===== src/rtl/exu_wb_arb.sv =====
// Write-back arbiter: lsu > alu > upr requests funnelled through an in-order FIFO onto one RF write port.
// Optional pending-write forwarding is enabled with `define EXU_WB_FWD_EN (ties fwd_hit/fwd_data low otherwise).
module exu_wb_arb #(
  parameter int DEPTH = 4
) (
  input  logic        hclk,
  input  logic        hrst,
  input  logic [4:0]  upr_waddr,
  input  logic        upr_wen,
  input  logic [31:0] upr_wdata,
  input  logic [4:0]  alu_waddr,
  input  logic        alu_wen,
  input  logic [31:0] alu_wdata,
  input  logic [4:0]  lsu_waddr,
  input  logic        lsu_wen,
  input  logic [31:0] lsu_wdata,
  output logic        exu_stall,
  output logic [4:0]  rf_waddr,
  output logic        rf_wen,
  output logic [31:0] rf_wdata,
  input  logic        rf_ready,
  input  logic [4:0]  fwd_raddr,
  output logic        fwd_hit,
  output logic [31:0] fwd_data
);

  localparam int PW = $clog2(DEPTH);
  localparam int CW = PW + 1;

  logic [PW-1:0] r_rd_ptr;
  logic [PW-1:0] r_wr_ptr;
  logic [CW-1:0] r_count;
  logic [2:0]    r_served;
  logic [4:0]    r_mem_addr [DEPTH];
  logic [31:0]   r_mem_data [DEPTH];

  logic [2:0]  w_live;
  logic [1:0]  w_live_cnt;
  logic        w_full;
  logic        w_empty;
  logic        w_push;
  logic        w_pop;
  logic [2:0]  w_win_sel;
  logic [4:0]  w_win_addr;
  logic [31:0] w_win_data;

  // bit 2 = lsu, bit 1 = alu, bit 0 = upr; x0 writes never become live
  assign w_live[2] = lsu_wen & (lsu_waddr != 5'd0) & ~r_served[2];
  assign w_live[1] = alu_wen & (alu_waddr != 5'd0) & ~r_served[1];
  assign w_live[0] = upr_wen & (upr_waddr != 5'd0) & ~r_served[0];

  assign w_live_cnt = {1'b0, w_live[0]} + {1'b0, w_live[1]} + {1'b0, w_live[2]};
  assign w_full     = (r_count == CW'(DEPTH));
  assign w_empty    = (r_count == '0);

  assign exu_stall = ~hrst & (w_full | (w_live_cnt > 2'd1) | ((w_live_cnt == 2'd1) & w_full));

  always_comb begin
    w_win_sel  = '0;
    w_win_addr = '0;
    w_win_data = '0;
    if (w_live[2]) begin
      w_win_sel  = 3'b100;
      w_win_addr = lsu_waddr;
      w_win_data = lsu_wdata;
    end else if (w_live[1]) begin
      w_win_sel  = 3'b010;
      w_win_addr = alu_waddr;
      w_win_data = alu_wdata;
    end else if (w_live[0]) begin
      w_win_sel  = 3'b001;
      w_win_addr = upr_waddr;
      w_win_data = upr_wdata;
    end
  end

  assign w_push = (|w_live) & ~w_full;
  assign rf_wen = ~w_empty & ~hrst;
  assign w_pop  = rf_wen & rf_ready;

  assign rf_waddr = rf_wen ? r_mem_addr[r_rd_ptr] : 5'd0;
  assign rf_wdata = rf_wen ? r_mem_data[r_rd_ptr] : 32'd0;

  always_ff @(posedge hclk) begin
    if (hrst) begin
      r_rd_ptr <= '0;
      r_wr_ptr <= '0;
      r_count  <= '0;
      r_served <= '0;
    end else begin
      if (w_push) r_wr_ptr <= r_wr_ptr + PW'(1);
      if (w_pop)  r_rd_ptr <= r_rd_ptr + PW'(1);
      case ({w_push, w_pop})
        2'b10:   r_count <= r_count + CW'(1);
        2'b01:   r_count <= r_count - CW'(1);
        default: r_count <= r_count;
      endcase
      // held requests keep their served mark until the stall drops, so each is pushed once
      if (!exu_stall)  r_served <= '0;
      else if (w_push) r_served <= r_served | w_win_sel;
    end
  end

  always_ff @(posedge hclk) begin
    if (!hrst && w_push) begin
      r_mem_addr[r_wr_ptr] <= w_win_addr;
      r_mem_data[r_wr_ptr] <= w_win_data;
    end
  end

`ifdef EXU_WB_FWD_EN
  logic [PW-1:0] w_idx;

  // walk head to tail so the youngest match overrides older ones
  always_comb begin
    fwd_hit  = 1'b0;
    fwd_data = '0;
    w_idx    = '0;
    for (int k = 0; k < DEPTH; k++) begin
      w_idx = r_rd_ptr + PW'(k);
      if ((CW'(k) < r_count) && (r_mem_addr[w_idx] == fwd_raddr)) begin
        fwd_hit  = 1'b1;
        fwd_data = r_mem_data[w_idx];
      end
    end
    if (hrst || (fwd_raddr == 5'd0)) begin
      fwd_hit  = 1'b0;
      fwd_data = '0;
    end
  end
`else
  logic w_unused_fwd;
  assign w_unused_fwd = ^fwd_raddr;
  assign fwd_hit      = 1'b0;
  assign fwd_data     = '0;
`endif

endmodule


===== config.mk =====
export PLATFORM = sky130hd
export DESIGN_NAME = exu_wb_arb
export DESIGN_NICKNAME = d
export VERILOG_FILES = /design/src/rtl/exu_wb_arb.sv
export SDC_FILE = /design/constraint.sdc
export NUM_CORES = 1
export LEC_CHECK = 0
export CORE_AREA = 10 10 114 157
export DETAILED_ROUTE_END_ITERATION = 7
export DIE_AREA = 0 0 124 167
export PLACE_DENSITY = 0.8
export SLEW_MARGIN = 20
export SYNTH_ARGS = -nofsm -noshare
export SYNTH_HDL_FRONTEND = slang
export SYNTH_SLANG_ARGS = --single-unit

===== constraint.sdc =====
create_clock -name hclk -period 7 [get_ports hclk]
set_clock_uncertainty 0.1 [all_clocks]
set_input_delay 1.4 -clock hclk [delete_from_list [all_inputs] [get_ports hclk]]
set_output_delay 1.4 -clock hclk [all_outputs]
set_load 0.02 [all_outputs]

==> results of run 1 <==
[routing by layer]
| layer | wire (µm) | global-route usage [%] | vias up |
|---|---|---|---|
| met2 | 9440 | 29.3 | 160 |
| met1 | 6380 | 18.5 | 2170 |
| li1 | - | - | 1955 |
| met3 | 1150 | 4.81 | 18 |
| met4 | 244 | 5.62 | 0 |
| met5 | 0 | 0 | - |
[final cells by class]
class | instances | area share, %
multi-input combinational | 239 | 24.0
timing repair buffer | 164 | 17.1
clock inverter | 15 | 2.03
clock buffer | 17 | 4.49
sequential | 160 | 49.5
inverter | 9 | 0.357
tap | 192 | 2.54
[flip-flops by register name, summed over array words and instances (netlist names), named ones only]
signal      flops
r_count         3
r_mem_addr     20
r_mem_data    128
r_served        3
r_wr_ptr        2
r_rd_ptr        2
[where the power goes]
group          leakage (nW)  switching [W]  total (W)  internal (W)
logic                  1.45       0.000398   0.000770      0.000372
clock network         0.298       0.000347   0.000942      0.000595
registers              1.47      0.0000522    0.00125       0.00120
[logic make-up (layout without fill, tap and decap cells)]
logic type | after synthesis | after routing
and+or+nand+nor | 106 | 106
buffers and inverters | 66 | 205
AOI/OAI and AO/OA | 50 | 50
xor gates and xnor gates | 4 | 4
DFF | 160 | 160
other | 1 | 33
muxes | 39 | 39
adders and majority gates | 7 | 7
[placed cells by master, fill, tap and decap left out, drive strengths merged, types with 3 or more instances in the layout]
master and count:
dfxtp 12, nor2 12, edfxtp 148, clkbuf 17, nor3 3, a221o 37
buf 9, clkinv 8, clkdlybuf4s50 155, inv 10, and2 72, o21a 3
nor3b 6, a21oi 3, o21ai 5, or4 3, bufinv 4, nor2b 3
mux4 37, conb 33, ha 6
[worst max-delay path by stage]
stage / endpoint / start / slack (ns)
floorplan: r_mem_addr[0][0] / alu_wen / 1.42
global placement: exu_stall / lsu_waddr[1] / 1.19
detailed placement: exu_stall / lsu_waddr[2] / 1.12
finish: exu_stall / lsu_waddr[2] / 1.12
global route: exu_stall / lsu_waddr[1] / 0.95
CTS: exu_stall / lsu_waddr[2] / 1.10
[stage by stage]
step,worst slack [ns],instance area [µm²],total power [W],std cells,utilization [%]
3_5_place_dp,1.12,8860,0.00205,764,59.4
4_1_cts,1.10,9480,0.00300,796,63.5
6_report,1.12,9480,0.00297,796,63.5
2_1_floorplan,1.42,7350,0.00174,465,-
3_3_place_gp,1.19,8860,0.00202,764,59.4
5_1_grt,0.953,9480,0.00310,796,63.5
[critical path, stage by stage]
cell                              delay (ns)
sky130_fd_sc_hd__clkdlybuf4s50_1        0.44
sky130_fd_sc_hd__or4_4                  0.54
sky130_fd_sc_hd__o21ai_2                0.20
sky130_fd_sc_hd__inv_2                  0.32
sky130_fd_sc_hd__ha_1                   0.40
sky130_fd_sc_hd__o211ai_1               0.09
sky130_fd_sc_hd__a21oi_1                0.31
sky130_fd_sc_hd__clkdlybuf4s50_1        0.68
==> impl_summary.txt, run 1 <==
----------------------------------------------------
[Global routing]
  Global router's overall resource usage ... 16.7%
  Maximum number of pins on one net before global-route repair ... 40
  Global-route congestion overflow total ... 0
  Vias in the first global route ... 4808
  Initial antenna violation count ... 0
  Global-route wire length before repair ... 26300 µm

[Logic synthesis]
  Number of enable-type register cells in the synthesized netlist ... 148
  YS warnings ... 0
  Simple-gate portion of the synthesized area ... 9.22%
  FF+latch count, synth ... 160
  Syn Inst Count ... 433
  Area fraction in compound gates after synthesis ... 6.55%
  Arithmetic-cell share of the synthesized area counting full adders, half adders and majority gates ... 1.31%
  Average instance area after synthesis ... 16.7 µm²
  Cell accounting for the most synthesized area ... sky130_fd_sc_hd__edfxtp_1
  Flip-flop cell with the highest count after synthesis ... sky130_fd_sc_hd__edfxtp_1
  Sequential share of the synthesized area ... 64.8%
  Synthesized cell area ... 7230 µm²
  Async set-reset flop share out of synthesis ... 0%
  Number of distinct standard cells referenced by the synthesized netlist ... 41
  Most common library cells after synthesis ... sky130_fd_sc_hd__edfxtp_1 (148), sky130_fd_sc_hd__and2_1 (41), sky130_fd_sc_hd__mux4_2 (37)
  Xor-xnor portion of the synthesized cell area ... 0.484%
  Cell types occupying the most area after synthesis ... sky130_fd_sc_hd__edfxtp_1 (61%), sky130_fd_sc_hd__mux4_2 (12%), sky130_fd_sc_hd__a221o_1 (4.2%)
  Library cell with the highest instance count after synthesis ... sky130_fd_sc_hd__edfxtp_1
  Mux cell area share after synthesis ... 11.8%
  Largest family of logic cells by synthesized area ... multiplexers
  Synth top area share ... 61.4%

[Clock tree]
  Htree depth ... 4
  CTS Sinks ... 160
  CTS Hold Buffers Added ... 0
  Num CTS Buffers ... 17
  Post-cts gate resize count ... 0
  Root Buffer Master ... sky130_fd_sc_hd__clkbuf_16
  Register clock-pin slew on the reported worst setup and hold paths ... 0.06 ns
  Clock latency on the worst-skew pair ... 0.40 ns
  Number of buffers on the longest clock path ... 2
  TritonCTS clock tree ... yes
  Setup bufs post-CTS ... 0

[Finish]
  Layout net count ... 720
  Register cell area after layout ... 4690 µm²
  Number of filler instances in the final layout ... 1077
  Fraction of final layout cells with drive strength greater than 1 ... 16.7%
  Area of combinational cells with multiple inputs ... 2280 µm²
  Layout overhead on the synthesized area ... 31.0%
  Antenna cell count ... 0

[Min path]
  HP Start ... r_served[2]
  Tightest Hold Check Type ... flop to flop
  Capture endpoint of the worst hold path ... r_served[2]
  Number of stages on the worst hold path ... 1

[Setup path]
  Worst Path Class, Setup ... input pin to primary output
  Number of cells on the worst reg-to-reg path ... 9
  Worst reg2reg startpoint ... r_count[2]
  CP max FO ... 39
  Worst EP arrival ... 4.38 ns
  Endpoint class of the critical path ... primary output
  Worst endpoint required time ... 5.50 ns
  Critical path startpoint category ... input pin
  Register-to-register setup slack ... 4.09 ns
  Endpoint of the worst register-to-register path ... r_count[2]

[Detailed routing]
  Routed via count divided by cell count ... 5.41
  Final routed wirelength across all metal layers ... 17200 µm
  Initial DRC Count ... 269
  Residual DRC ... 0
  Routed length per instance ... 21.6 µm
  Antenna Violating Nets Remaining ... 0
  Overall via count from detail_route ... 4303
  Number of iterations in the first detailed-routing pass ... 5

[STA]
  Final worst path period need ... 5.88 ns
  Slew at the pin with the worst max-slew slack ... 1.00 ns
  Endpoints failing hold ... 0
  Final setup violating endpoints ... 0
  Max Clock Freq ... 0.170 GHz
  Relative slew slack ... 33.3%
  Worst slack on hold paths ... 0.394 ns
  Unrepaired setup endpoints after global routing ... false
  Final period util ... 84.0%
  Pins Over Slew Limit ... 0
  Total Negative Setup Slacks ... 0 ns

[Die]
  Initial standard-cell utilization of the core ... 48.5%
  Placeable core area ... 14900 µm²
  Width of the die ... 124 µm
  Top-Level Pins ... 194
  DIE AREA ... 20700 µm²
  Floorplan die height ... 167 µm
  Number of placement rows ... 53

[Pwr]
  Power per cell area ... 313 nW/µm²
  Peak ir drop on the vdd network ... 0.000176 V
  Leak Pwr ... 3.22 nW

[Place]
  Final weighted congestion of routability-driven global placement ... 0.782
  Count of port buffers added during placement ... 155
  Sum of net half-perimeters after detailed placement ... 11700 µm

[Status]
  Outcome ... completed

[Flow run]
  Max-cap violations ... 0

----------------------------------------------------
(Power assumes the default switching activity.)
==> run 2, diff against run 1 <==
Clock period 7 ns to 5.98 ns, I/O delays scaled along.
==> run 2 against run 1 <==
Net effect:
- routed wire length decreased by 1.2%
- design area is 0.37% lower
- clock-buffer cell count is 10 higher
- cell count shrank 0.13%
- die area did not move
- global-route usage fell by 0.23 points
==> impl_summary.txt, run 2 (synthesized netlist as in run 1, its figures left out) <==
----------------------------------------------------
[Finish]
  Area of all placed cells without fillers ... 9440 µm² (was 9480 µm²)
  Top Registers ... r_mem_data: 128 flops, r_mem_addr: 20 flops (unchanged)
  Fraction of final layout cells with drive strength greater than 1 ... 16.1% (was 16.7%)
  Commonest cells after routing, fill and taps aside ... sky130_fd_sc_hd__clkdlybuf4s50_1 (155), sky130_fd_sc_hd__edfxtp_1 (148), sky130_fd_sc_hd__and2_1 (41) (unchanged)
  Area of combinational cells with multiple inputs ... 2280 µm² (unchanged)
  Max reg flops ... 128 (unchanged)
  Commonest non-fill, non-tap cell in the layout ... sky130_fd_sc_hd__clkdlybuf4s50_1 (unchanged)
  Layout net count ... 719 (was 720)
  Antenna cell count ... 0 (unchanged)
  Register cell area after layout ... 4690 µm² (unchanged)
  Register name with the most flops ... r_mem_data (unchanged)
  Layout overhead on the synthesized area ... 30.5% (was 31.0%)
  Number of filler instances in the final layout ... 1089 (was 1077)

[Global routing]
  Most Used Layer, Global Route ... met2 (unchanged)
  GRT met2 Usage ... 29.0% (was 29.3%)
  Initial antenna violation count ... 1 (was 0)
  Maximum number of pins on one net before global-route repair ... 39 (was 40)
  Met1 capacity usage during global routing ... 18.3% (was 18.5%)
  Global-route wire length before repair ... 25800 µm (was 26300 µm)
  Vias in the first global route ... 4752 (was 4808)
  Global-route track usage on met3 ... 5.04% (was 4.81%)
  Global router's overall resource usage ... 16.4% (was 16.7%)
  Global-route congestion overflow total ... 0 (unchanged)

[STA]
  Max Clock Freq ... 0.191 GHz
  Final setup violating endpoints ... 0 (unchanged)
  Slew at the pin with the worst max-slew slack ... 0.996 ns (was 1.00 ns)
  Total Negative Setup Slacks ... 0 ns (unchanged)
  Endpoints failing hold ... 0 (unchanged)
  Final period util ... 87.5%
  Pins Over Slew Limit ... 0 (unchanged)
  Final worst path period need ... 5.23 ns
  Unrepaired setup endpoints after global routing ... false (unchanged)
  Relative slew slack ... 33.5% (was 33.3%)
  Post-route setup slack ... 0.749 ns (was 1.12 ns)

[Pwr]
  Leak Pwr ... 3.20 nW (was 3.22 nW)
  Peak ir drop on the vdd network ... 0.000193 V (was 0.000176 V)
  Power per cell area ... 362 nW/µm² (was 313 nW/µm²)

[Clock tree]
  CTS Sinks ... 160 (unchanged)
  Number of buffers on the longest clock path ... 2 (unchanged)
  Htree depth ... 4 (unchanged)
  CTS Hold Buffers Added ... 0 (unchanged)
  Register clock-pin slew on the reported worst setup and hold paths ... 0.05 ns (was 0.06 ns)
  Post-cts gate resize count ... 0 (unchanged)
  Setup bufs post-CTS ... 0 (unchanged)
  Num CTS Buffers ... 17 (unchanged)
  Root Buffer Master ... sky130_fd_sc_hd__clkbuf_16 (unchanged)
  TritonCTS clock tree ... yes (unchanged)
  Clock latency on the worst-skew pair ... 0.41 ns (was 0.40 ns)

[Setup path]
  List of cells traversed by the critical path ... clkdlybuf4s50_1 -> or4_1 -> o21ai_2 -> inv_1 -> ha_1 -> o211ai_1 -> a21oi_1 -> clkdlybuf4s50_1 (was clkdlybuf4s50_1 -> or4_4 -> o21ai_2 -> inv_2 -> ha_1 -> o211ai_1 -> a21oi_1 -> clkdlybuf4s50_1)
  Critical path's most frequent cell ... sky130_fd_sc_hd__clkdlybuf4s50_1 (unchanged)
  Critical path startpoint category ... input pin (unchanged)
  Worst Path Class, Setup ... input pin to primary output (unchanged)
  Worst endpoint required time ... 4.68 ns (was 5.50 ns)
  Delay of the slowest cell on the worst path ... 0.69 ns (was 0.68 ns)
  Largest delay contributor family on the critical path ... buffers and inverters (unchanged)
  CP bufs+invs ... 3 (unchanged)
  CP max FO ... 4 (was 39)
  Endpoint class of the critical path ... primary output (unchanged)
  Worst EP arrival ... 3.94 ns (was 4.38 ns)
  Worst path slowest cell ... sky130_fd_sc_hd__clkdlybuf4s50_1 (unchanged)

[Status]
  Outcome ... completed (unchanged)

[Die]
  Placeable core area ... 14900 µm² (unchanged)
  Initial standard-cell utilization of the core ... 48.5% (unchanged)
  DIE AREA ... 20700 µm² (unchanged)
  Top-Level Pins ... 194 (unchanged)
  Width of the die ... 124 µm (unchanged)
  Floorplan die height ... 167 µm (unchanged)
  Number of placement rows ... 53 (unchanged)

[Detailed routing]
  Overall via count from detail_route ... 4234 (was 4303)
  Residual DRC ... 0 (unchanged)
  Routed via count divided by cell count ... 5.33 (was 5.41)
  Initial DRC Count ... 299 (was 269)
  Final routed wirelength across all metal layers ... 17000 µm (was 17200 µm)
  Antenna Violating Nets Remaining ... 0 (unchanged)
  Routed length per instance ... 21.4 µm (was 21.6 µm)
  Number of iterations in the first detailed-routing pass ... 4 (was 5)

[Place]
  Sum of net half-perimeters after detailed placement ... 11900 µm (was 11700 µm)
  Total cell area at the placement stage ... 8850 µm² (was 8860 µm²)
  Count of port buffers added during placement ... 155 (unchanged)
  Final weighted congestion of routability-driven global placement ... 0.791 (was 0.782)
  Post-placement worst setup slack ... 0.762 ns (was 1.12 ns)

[Min path]
  Tightest Hold Check Type ... flop to flop (unchanged)

[Flow run]
  Max-cap violations ... 0 (unchanged)

----------------------------------------------------
==> run 2: cell types whose count changed in the layout (fill, tap and decap cells not counted), moves of 2 or more <==
cell / before / now
sky130_fd_sc_hd__bufinv_16: 4 / 2
sky130_fd_sc_hd__clkbuf_1: 0 / 5
sky130_fd_sc_hd__clkbuf_8: 0 / 5
sky130_fd_sc_hd__clkinv_1: 2 / 0
sky130_fd_sc_hd__clkinv_4: 3 / 0
==> run 2: final timing paths <==
check / slack [ns] / from / depth (start not counted) / endpoint
worst min register to register: 0.39 / r_served[1] / 1 / r_served[1]
worst max register to register: 2.87 / r_served[1] / 6 / r_mem_data[1][8]
worst max-delay path: 0.75 / upr_waddr[4] / 8 / exu_stall
worst min-delay path: 0.39 / r_served[1] / 1 / r_served[1]
==> run 2: through the flow <==
step                      total power, W  hold slack [ns]  std cells  util (%)
after CTS                        0.00345            0.393        795      63.3
after detailed placement         0.00240            0.375        763      59.3
after global placement           0.00236            0.356        763      59.3
final                            0.00342            0.395        795      63.3
after floorplan                  0.00203            0.341        465         -
after global routing             0.00356            0.399        795      63.3
==> run 2: area by class of cell <==
| type | instances | share of cell area [%] |
|---|---|---|
| Sequential cell | 160 | 49.6 |
| Multi-Input combinational cell | 239 | 24.1 |
| Timing Repair Buffer | 163 | 17.1 |
| Clock buffer | 27 | 5.43 |
| Tap cell | 192 | 2.54 |
| Clock inverter | 5 | 0.822 |
| Inverter | 9 | 0.358 |
==> run 2: where the power goes <==
part,internal [W],switching (W),leakage [nW]
logic,0.000434,0.000458,1.45
registers,0.00141,0.0000662,1.47
clock network,0.000669,0.000382,0.288
total,0.00251,0.000907,3.20
==> run 2: worst register-to-register path, stage by stage (launching register included) <==
cell                      delay [ns]
sky130_fd_sc_hd__dfxtp_1        0.31
sky130_fd_sc_hd__nor2b_1        0.32
sky130_fd_sc_hd__o21ai_4        0.14
sky130_fd_sc_hd__a31oi_1        0.47
sky130_fd_sc_hd__inv_1          0.27
sky130_fd_sc_hd__nor3b_2        0.57
sky130_fd_sc_hd__buf_4          0.53
==> run 2: per-layer routing <==
metal	routed length (µm)	vias to the layer above
met5	0	-
met4	185	0
met3	1070	12
met2	9280	160
met1	6470	2112
li1	-	1950
==> run 3, diff against run 2 <==
Settings changed: PLACE_DENSITY 0.8 to default, PLACE_DENSITY_LB_ADDON from default to 0.1.
==> run 3 against run 2 <==
Net effect:
- die area stayed put
- routed wire length grew 0.57%
- critical path depth did not move
- highest routed layer unchanged
- register-to-register slack gained 0.16 ns
- global-route usage rose by 0.27 points
==> impl_summary.txt, run 3 (synthesized netlist as in run 1, its figures left out) <==
----------------------------------------------------
[Setup path]
  CP max FO ... 4 (unchanged)
  Worst reg2reg startpoint ... r_count[2] (was r_served[1])
  Delay of the slowest cell on the worst path ... 0.70 ns (was 0.69 ns)
  Critical path startpoint category ... input pin (unchanged)
  Number of cells on the worst reg-to-reg path ... 9 (was 6)
  Worst path slowest cell ... sky130_fd_sc_hd__clkdlybuf4s50_1 (unchanged)
  Worst Path Class, Setup ... input pin to primary output (unchanged)
  Worst EP arrival ... 3.90 ns (was 3.94 ns)
  Worst endpoint required time ... 4.68 ns (about the same)
  Endpoint class of the critical path ... primary output (unchanged)
  Register-to-register setup slack ... 3.03 ns (was 2.87 ns)
  List of cells traversed by the critical path ... clkdlybuf4s50_1 -> or4_1 -> o21ai_2 -> inv_1 -> ha_1 -> o211ai_1 -> a21oi_1 -> clkdlybuf4s50_1 (unchanged)
  Endpoint of the worst register-to-register path ... r_count[2] (was r_mem_data[1][8])
  Critical path's most frequent cell ... sky130_fd_sc_hd__clkdlybuf4s50_1 (unchanged)

[Finish]
  Layout net count ... 721 (was 719)
  Cell Count, Final, Fillers Out ... 797 (was 795)
  Top Registers ... r_mem_data: 128 flops, r_mem_addr: 20 flops (unchanged)
  Antenna cell count ... 0 (unchanged)
  Fraction of final layout cells with drive strength greater than 1 ... 16.9% (was 16.1%)
  Number of filler instances in the final layout ... 1135 (was 1089)
  Commonest non-fill, non-tap cell in the layout ... sky130_fd_sc_hd__clkdlybuf4s50_1 (unchanged)
  Max reg flops ... 128 (unchanged)
  Area of all placed cells without fillers ... 9450 µm² (was 9440 µm²)
  Register name with the most flops ... r_mem_data (unchanged)
  Layout overhead on the synthesized area ... 30.7% (was 30.5%)
  Commonest cells after routing, fill and taps aside ... sky130_fd_sc_hd__clkdlybuf4s50_1 (155), sky130_fd_sc_hd__edfxtp_1 (148), sky130_fd_sc_hd__and2_1 (41) (unchanged)

[Min path]
  HP Start ... r_served[2] (was r_served[1])
  Capture endpoint of the worst hold path ... r_served[2] (was r_served[1])
  Number of stages on the worst hold path ... 1 (unchanged)
  Tightest Hold Check Type ... flop to flop (unchanged)

[STA]
  Relative slew slack ... 28.9% (was 33.5%)
  Final period util ... 86.9% (was 87.5%)
  Pins Over Slew Limit ... 0 (unchanged)
  Unrepaired setup endpoints after global routing ... false (unchanged)
  Max Clock Freq ... 0.193 GHz (was 0.191 GHz)
  Endpoints failing hold ... 0 (unchanged)
  Worst slack on hold paths ... 0.373 ns (was 0.395 ns)
  Total Negative Setup Slacks ... 0 ns (unchanged)
  Final setup violating endpoints ... 0 (unchanged)
  Final worst path period need ... 5.19 ns (was 5.23 ns)
  Slew at the pin with the worst max-slew slack ... 1.07 ns (was 0.996 ns)

[Global routing]
  GRT met2 Usage ... 29.6% (was 29.0%)
  Vias in the first global route ... 4828 (was 4752)
  Global-route wire length before repair ... 26100 µm (was 25800 µm)
  Met1 capacity usage during global routing ... 17.9% (was 18.3%)
  Global-route track usage on met3 ... 5.14% (was 5.04%)
  Global router's overall resource usage ... 16.7% (was 16.4%)
  Initial antenna violation count ... 0 (was 1)
  Global-route congestion overflow total ... 0 (unchanged)
  Maximum number of pins on one net before global-route repair ... 39 (unchanged)
  Most Used Layer, Global Route ... met2 (unchanged)

[Place]
  Final weighted congestion of routability-driven global placement ... 0.748 (was 0.791)
  Sum of net half-perimeters after detailed placement ... 11400 µm (was 11900 µm)
  Total cell area at the placement stage ... 8870 µm² (was 8850 µm²)
  Count of port buffers added during placement ... 155 (unchanged)
  Cell Count Post-Placement ... 765 (was 763)

[Clock tree]
  Htree depth ... 4 (unchanged)
  CTS Sinks ... 160 (unchanged)
  Number of buffers on the longest clock path ... 2 (unchanged)
  Clock latency on the worst-skew pair ... 0.42 ns (was 0.41 ns)
  Register clock-pin slew on the reported worst setup and hold paths ... 0.06 ns (was 0.05 ns)
  CTS Hold Buffers Added ... 0 (unchanged)
  Root Buffer Master ... sky130_fd_sc_hd__clkbuf_16 (unchanged)
  Setup bufs post-CTS ... 0 (unchanged)
  Post-cts gate resize count ... 0 (unchanged)
  TritonCTS clock tree ... yes (unchanged)
  Num CTS Buffers ... 17 (unchanged)

[Detailed routing]
  Number of iterations in the first detailed-routing pass ... 4 (unchanged)
  Final routed wirelength across all metal layers ... 17100 µm (was 17000 µm)
  Initial DRC Count ... 274 (was 299)
  Routed length per instance ... 21.5 µm (was 21.4 µm)
  Overall via count from detail_route ... 4276 (was 4234)
  Routed via count divided by cell count ... 5.37 (was 5.33)
  Antenna Violating Nets Remaining ... 0 (unchanged)
  Residual DRC ... 0 (unchanged)

[Die]
  Floorplan die height ... 167 µm (unchanged)
  Initial standard-cell utilization of the core ... 48.5% (unchanged)
  Number of placement rows ... 53 (unchanged)
  Placeable core area ... 14900 µm² (unchanged)
  Width of the die ... 124 µm (unchanged)
  Top-Level Pins ... 194 (unchanged)
  DIE AREA ... 20700 µm² (unchanged)

[Pwr]
  Peak ir drop on the vdd network ... 0.000183 V (was 0.000193 V)
  Power per cell area ... 362 nW/µm² (about the same)
  Leak Pwr ... 3.20 nW (about the same)

[Flow run]
  Max-cap violations ... 0 (unchanged)

[Status]
  Outcome ... completed (unchanged)

----------------------------------------------------
[run 3: changes by cell type in the layout (fill, tap and decap cells not counted), sizes merged]
cell,previous run,this run
clkbuf,27,19
inv,9,13
clkinv,2,5
buf,8,10
clkinvlp,1,2
[run 3: final cells by class]
type                    instances  area [µm²]  area share (%)
flip-flops and latches        160        4690            49.6
multi-input cells             239        2280            24.1
repair buffers                165        1630            17.2
clock buffers                  19         433            4.58
well taps                     192         240            2.54
clock inverters                13         154            1.63
inverters                       9        33.8           0.357
[run 3: worst max-delay path, delay by kind of cell]
kind / cells / cell delay (ns)
buf+inv: 3 / 1.19
compound gates: 3 / 0.67
simple gates: 1 / 0.56
fa+ha+maj: 1 / 0.27
[run 3: worst max path at each step]
stage          slack (ns)  depth (start not counted)    startpoint          endpoint
2_1_floorplan        0.60                          5       alu_wen  r_mem_addr[0][0]
6_report             0.79                          8  upr_waddr[3]         exu_stall
3_5_place_dp         0.81                          8  upr_waddr[3]         exu_stall
5_1_grt              0.66                          8  upr_waddr[3]         exu_stall
4_1_cts              0.80                          8  upr_waddr[3]         exu_stall
3_3_place_gp         0.83                          8  upr_waddr[3]         exu_stall
[run 3: where the power goes]
part           switching [W]  internal, W
Sequential         0.0000721      0.00141
Combinational       0.000457     0.000433
Clock               0.000433     0.000623
Total               0.000962      0.00246
[run 3: through the flow]
stage	utilization [%]	total power [W]	worst slack, ns
floorplan	-	0.00203	0.601
global placement	59.4	0.00238	0.831
detailed placement	59.4	0.00241	0.809
CTS	63.4	0.00347	0.796
global route	63.4	0.00358	0.664
finish	63.4	0.00342	0.786
[run 3: routing by layer]
metal | wire length, µm | share of wire (%)
met5 | 0 | 0
met4 | 332 | 1.9
met3 | 1050 | 6.2
met2 | 9250 | 54
met1 | 6470 | 38
